`config.mk`:
```
export PLATFORM = sky130hd
export DESIGN_NAME = mtm_alu_serializer
export DESIGN_NICKNAME = d
export VERILOG_FILES = /design/src/rtl/mtm_alu_serializer_pkg.sv /design/src/rtl/mtm_alu_serializer_frame_tx.sv /design/src/rtl/mtm_alu_serializer.sv
export SDC_FILE = /design/constraint.sdc
export NUM_CORES = 1
export LEC_CHECK = 0
export CAP_MARGIN = 20
export CORE_UTILIZATION = 45
export DETAILED_ROUTE_END_ITERATION = 8
export HOLD_SLACK_MARGIN = 0.1
export PLACE_DENSITY = 0.73
export REMOVE_ABC_BUFFERS = 1
export SLEW_MARGIN = 25
export SYNTH_ARGS = -nofsm -noshare
export SYNTH_HDL_FRONTEND = slang
export SYNTH_HIERARCHICAL = 1
export SYNTH_SLANG_ARGS = --single-unit
```
`constraint.sdc`:
```
create_clock -name clk -period 2.1 [get_ports clk]
set_input_delay 0.63 -clock clk [delete_from_list [all_inputs] [get_ports clk]]
set_output_delay 0.63 -clock clk [all_outputs]
set_load 0.1 [all_outputs]
```
`src/rtl/mtm_alu_serializer_pkg.sv`:
```
// mtm_alu_serializer_pkg: shared frame format and FSM encodings for the mtm_Alu serial link
package mtm_alu_serializer_pkg;

    typedef enum logic [2:0] {
        IDLE,
        START,
        TYPE,
        PAYLOAD,
        STOP
    } state_t;

    localparam int FRAME_LEN = 11;
    localparam logic [3:0] LAST_BIT = 4'(FRAME_LEN - 1);
    localparam logic TYPE_DATA = 1'b0;
    localparam logic TYPE_CTRL = 1'b1;

endpackage

```
`src/rtl/mtm_alu_serializer_frame_tx.sv`:
```
// mtm_alu_serializer_frame_tx: shifts one 11-bit frame {start, type, payload MSB first, stop}
module mtm_alu_serializer_frame_tx
    import mtm_alu_serializer_pkg::*;
(
    input  logic       clk,
    input  logic       rst,
    input  logic       load,
    input  logic       frame_type,
    input  logic [7:0] payload,
    output logic       bit_out,
    output logic       done
);

    logic [10:0] shreg;
    logic [3:0]  cnt;
    logic        active;

    // load a fresh frame (takes priority over the stop bit of the previous one) or shift out the next bit
    always_ff @(posedge clk or negedge rst) begin
        if (!rst) begin
            shreg  <= '0;
            cnt    <= '0;
            active <= 1'b0;
        end else if (load) begin
            shreg  <= {1'b0, frame_type, payload, 1'b1};
            cnt    <= '0;
            active <= 1'b1;
        end else if (active) begin
            shreg  <= {shreg[9:0], 1'b1};
            cnt    <= cnt == LAST_BIT ? '0 : cnt + 4'd1;
            active <= cnt != LAST_BIT;
        end
    end

    // the line idles high outside a frame; done marks the stop-bit cycle
    always_comb begin
        bit_out = active ? shreg[10] : 1'b1;
        done    = active && cnt == LAST_BIT;
    end

endmodule

```
`src/rtl/mtm_alu_serializer.sv`:
```
// mtm_alu_serializer: sends an ALU result as N_BYTES data frames plus a control frame, or a single error frame
module mtm_alu_serializer
    import mtm_alu_serializer_pkg::*;
#(
    parameter int N_BYTES = 4
) (
    input  logic                   clk,
    input  logic                   rst,
    input  logic [8*N_BYTES-1:0]   C,
    input  logic [3:0]             flags,
    input  logic [2:0]             crc,
    input  logic                   valid,
    input  logic                   err_valid,
    input  logic [7:0]             err_frame,
    output logic                   sout,
    output logic                   busy
);

    localparam int FW = $clog2(N_BYTES + 1);
    localparam logic [FW-1:0] LAST_FRAME = FW'(N_BYTES);

    state_t               state, next_state;
    logic [2:0]           bit_cnt;
    logic [FW-1:0]        frame_cnt, next_frame;
    logic [8*N_BYTES-1:0] cap_c, shifted;
    logic [3:0]           cap_flags;
    logic [2:0]           cap_crc;
    logic                 accept, more, load, load_type, tx_bit, tx_done;
    logic [7:0]           load_payload;

    // request acceptance and selection of the next frame to hand to the shifter
    always_comb begin
        accept       = state == IDLE && (valid || err_valid);
        more         = frame_cnt != LAST_FRAME;
        next_frame   = frame_cnt + 1'b1;
        shifted      = cap_c << (8 * next_frame);
        load         = accept || (state == STOP && tx_done && more);
        load_type    = accept ? (err_valid ? TYPE_CTRL : TYPE_DATA)
                              : (next_frame == LAST_FRAME ? TYPE_CTRL : TYPE_DATA);
        load_payload = accept ? (err_valid ? err_frame : C[8*N_BYTES-1 -: 8])
                              : (next_frame == LAST_FRAME ? {1'b0, cap_flags, cap_crc}
                                                          : shifted[8*N_BYTES-1 -: 8]);
    end

    // frame sequencing: one pass through START..STOP per frame, back-to-back until the control frame is out
    always_comb begin
        next_state = state;
        case (state)
            IDLE:    next_state = accept ? START : IDLE;
            START:   next_state = TYPE;
            TYPE:    next_state = PAYLOAD;
            PAYLOAD: next_state = bit_cnt == 3'd7 ? STOP : PAYLOAD;
            STOP:    next_state = tx_done ? (more ? START : IDLE) : STOP;
            default: next_state = IDLE;
        endcase
    end

    // state, counters and request capture; an error request jumps straight to the control frame index
    always_ff @(posedge clk or negedge rst) begin
        if (!rst) begin
            state     <= IDLE;
            bit_cnt   <= '0;
            frame_cnt <= '0;
            cap_c     <= '0;
            cap_flags <= '0;
            cap_crc   <= '0;
        end else begin
            state   <= next_state;
            bit_cnt <= state == PAYLOAD ? bit_cnt + 3'd1 : 3'd0;
            if (accept) begin
                cap_c     <= C;
                cap_flags <= flags;
                cap_crc   <= crc;
                frame_cnt <= err_valid ? LAST_FRAME : '0;
            end else if (state == STOP && next_state == START) begin
                frame_cnt <= next_frame;
            end
        end
    end

    mtm_alu_serializer_frame_tx u_tx (
        .clk        (clk),
        .rst        (rst),
        .load       (load),
        .frame_type (load_type),
        .payload    (load_payload),
        .bit_out    (tx_bit),
        .done       (tx_done)
    );

    // line driven from the shifter only inside a frame, high otherwise so reset aborts cleanly
    always_comb begin
        busy = state != IDLE;
        sout = (state == START || state == TYPE || state == PAYLOAD) ? tx_bit : 1'b1;
    end

endmodule

```
==> impl_results.md <==
* Leading post-synthesis cells by cell area: sky130_fd_sc_hd__dfrtp_1 (51%), sky130_fd_sc_hd__mux2_2 (14%), sky130_fd_sc_hd__mux4_2 (5.7%)
* IO buf count at 52
* Die ar. at 7350 um2
* Critical Path Source Type: flop
* Vias in the first global route at 2,270
* Global Route Usage Sum at 0.195
* Run status: finished, final reports clean
* I/O pin count at 53
* Max-slew violation count at 0
* TritonCTS clock tree: done
* Share of flip-flops with an asynchronous set or reset at 1.00
* Die extent in x at 85.7 um
* Post-route clock period utilization at 0.963
* Post-detailed-placement half-perimeter wirelength at 4.56 mm
* Cell type with the highest aggregate area in the netlist: sky130_fd_sc_hd__dfrtp_1
* Setup crit end kind: output port
* Count of clock tree sinks at 64
* Clock latency on the worst-skew pair at 340 ps
* Post-synth top flop: sky130_fd_sc_hd__dfrtp_1
* Routability congestion estimate at 0.765
* Avg Synthesized Cell Area at 12.7 um2
* Reg-to-reg slack, setup at 230 ps
* Initial Utilization at 0.464
* Maximum fanout along the worst path at 2
* Detailed Route WL at 6.26 mm
* Setup repair after global routing missed its margin: false
* Mapped Cells at 249
* Maximum root-to-sink buffer count at 2
* GRT met3 Usage at 0.0423
* Number of nets in the layout at 377
* Area of the core at 6790 um2
* Count of warnings emitted by yosys at 6
* Max VDD drop at 0.709 mV
* TritonCTS Buffers at 9
* Htree depth at 3
* Share of layout cells above drive strength 1 at 0.302
* Via density at 5.20
* Number of antenna violations at the first check in global routing at 0
* Ant diodes at 0
* Count of endpoints failing hold in the final timing report at 0
* Seq/Total Area, Yosys at 0.508
* Max-cap check violation count at 0
* Antenna Nets Post-Route at 0
* Normalized max-slew margin at 0.667
* Avg WL per Cell at 14.9 um
* Syn Std Cell Area at 3150 um2
* Post-layout util at 0.602
* Number of iterations in the first detailed-routing pass at 4
* Syn-to-layout area delta at 29.7%
* Commonest cells post-synth: sky130_fd_sc_hd__dfrtp_1 (64), sky130_fd_sc_hd__mux2_2 (39), sky130_fd_sc_hd__nand2_1 (20), sky130_fd_sc_hd__nor2_1 (16), sky130_fd_sc_hd__o21ai_0 (16)
* Met2 Usage GRT at 0.326
* Overflow after GRT at 0
* Transition time at the pin with the least slew margin at 499 ps
* Post-synthesis sequential element count at 64
* Clock-pin transition on the worst setup and hold timing paths at 70 ps
* HP Class: in2async
* Global-route wire length before repair at 11.0 mm
* Unique cell type count in the Yosys netlist at 38
* CTS Hold Buffers Added at 0
* Largest net degree at the start of global routing at 30
* Final number of setup-violating endpoints at 0
* Static Leak at 1.69 nW
* Drt first-iter violations at 101
* Final min period at 2020 ps
* Total cell area at the placement stage at 3880 um2
* Global route hottest layer: met2
* Clk root buf: sky130_fd_sc_hd__clkbuf_8
* Vertical extent of the die at 85.7 um
* Setup Crit Path Kind: reg2out
* Worst Path Required at 1470 ps
* Std cell rows at 30
* EDFF count, synth at 0
* Most numerous cell in the Yosys netlist: sky130_fd_sc_hd__dfrtp_1
* Layout Cell Area excl Fill at 4090 um2
* DRC Markers at 0
* Worst endpoint data arrival time at 1390 ps
* P per Cell Area at 1190 nW/um2
* Post-synth top area share at 0.508
* Met1 usage at 0.255
* Max Freq at 494 MHz
* Number of vias after detailed routing at 2,182
* Worst Clk Skew at 5.78 ps
* Final critical-path setup slack at 77.1 ps
* Place WS at -226 ps
[worst paths after layout]
| path | cells after the start | endpoint | from |
|---|---|---|---|
| max | 3 | sout | u_tx/shreg[10] |
| min | 1 | cap_c[11] | rst |
| max reg2reg | 8 | u_tx/shreg[2] | u_tx/cnt[0] |
| min reg2reg | 1 | bit_cnt[0] | bit_cnt[0] |
| max in group asynchronous | 2 | cap_crc[1] | rst |
| min in group clk | 1 | bit_cnt[0] | bit_cnt[0] |
[per-layer routing]
layer / up-vias / wire, um
li1: 1031 / -
met1: 1091 / 2840
met2: 51 / 3120
met3: 9 / 215
met4: 0 / 81
met5: - / 0
[registers in the layout, summed over array words and instances (netlist names)]
signal,count
cap_crc,3
cap_flags,4
state,3
u_tx/shreg,11
u_tx/active,1
bit_cnt,3
u_tx/cnt,4
cap_c,32
frame_cnt,3
[cell type report]
class                   count  area [um2]
fillers                   545        2700
flip-flops and latches     64        1610
multi-input cells         165        1430
repair buffers             73         731
clock buffers              10         128
well taps                  96         120
clock inverters             6        60.1
inverters                   6        22.5
[metrics by stage]
stage	setup TNS (ps)	std cells	hold WS [ps]	total power, mW
6_report	0	420	249	4.88
5_1_grt	0	420	262	5.22
3_3_place_gp	-4590	402	437	3.80
4_1_cts	0	418	243	4.91
2_1_floorplan	-7860	235	334	3.28
3_5_place_dp	-5920	402	440	3.88
[cell families (layout without fill, tap and decap cells)]
family | after synthesis | after routing | synth area share
DFF | 64 | 64 | 0.508
muxes | 58 | 58 | 0.231
and+or+nand+nor | 58 | 58 | 0.0992
AOI/OAI and AO/OA | 39 | 39 | 0.0837
buffers and inverters | 20 | 95 | 0.0420
adders and majority gates | 7 | 7 | 0.0278
xor gates and xnor gates | 3 | 3 | 0.00833
[where the power goes]
group | internal (mW) | total, mW | switching, mW | leakage, nW
registers | 1.80 | 2.15 | 0.348 | 0.732
logic | 1.03 | 1.71 | 0.681 | 0.868
clock network | 0.541 | 1.01 | 0.469 | 0.0920
total | 3.38 | 4.88 | 1.50 | 1.69
[critical path, cell delays in order (launching register included)]
cell,delay (ps)
sky130_fd_sc_hd__dfrtp_1,370
sky130_fd_sc_hd__nand2b_1,140
sky130_fd_sc_hd__or3_4,370
sky130_fd_sc_hd__buf_12,170
[cells in the final DEF (no fill, tap or decap), types with 2 or more instances in the layout]
master | Yosys | layout
sky130_fd_sc_hd__a21oi_1 | 4 | 4
sky130_fd_sc_hd__a221o_1 | 7 | 7
sky130_fd_sc_hd__a22oi_1 | 8 | 8
sky130_fd_sc_hd__and2_1 | 4 | 4
sky130_fd_sc_hd__buf_12 | 0 | 5
sky130_fd_sc_hd__buf_4 | 1 | 18
sky130_fd_sc_hd__clkbuf_8 | 0 | 9
sky130_fd_sc_hd__clkdlybuf4s50_1 | 0 | 49
sky130_fd_sc_hd__clkinv_2 | 0 | 3
sky130_fd_sc_hd__clkinvlp_4 | 0 | 2
sky130_fd_sc_hd__dfrtp_1 | 64 | 61
sky130_fd_sc_hd__dfrtp_2 | 0 | 3
sky130_fd_sc_hd__ha_1 | 7 | 7
sky130_fd_sc_hd__inv_1 | 5 | 5
sky130_fd_sc_hd__mux2_2 | 39 | 39
sky130_fd_sc_hd__mux2i_1 | 11 | 11
sky130_fd_sc_hd__mux4_2 | 8 | 8
sky130_fd_sc_hd__nand2_1 | 20 | 20
sky130_fd_sc_hd__nand4_1 | 2 | 2
sky130_fd_sc_hd__nor2_1 | 16 | 16
sky130_fd_sc_hd__nor2_2 | 2 | 2
sky130_fd_sc_hd__nor3_1 | 3 | 3
sky130_fd_sc_hd__o21ai_0 | 16 | 15
sky130_fd_sc_hd__xor2_1 | 2 | 2
[timing repair]
action,4_1_cts,5_1_grt
cloned,0,0
setup endpoints to repair,1,1
buffers inserted,0,2
pin swaps,0,0
gates resized for setup,1,3
(Power assumes the default switching activity.)
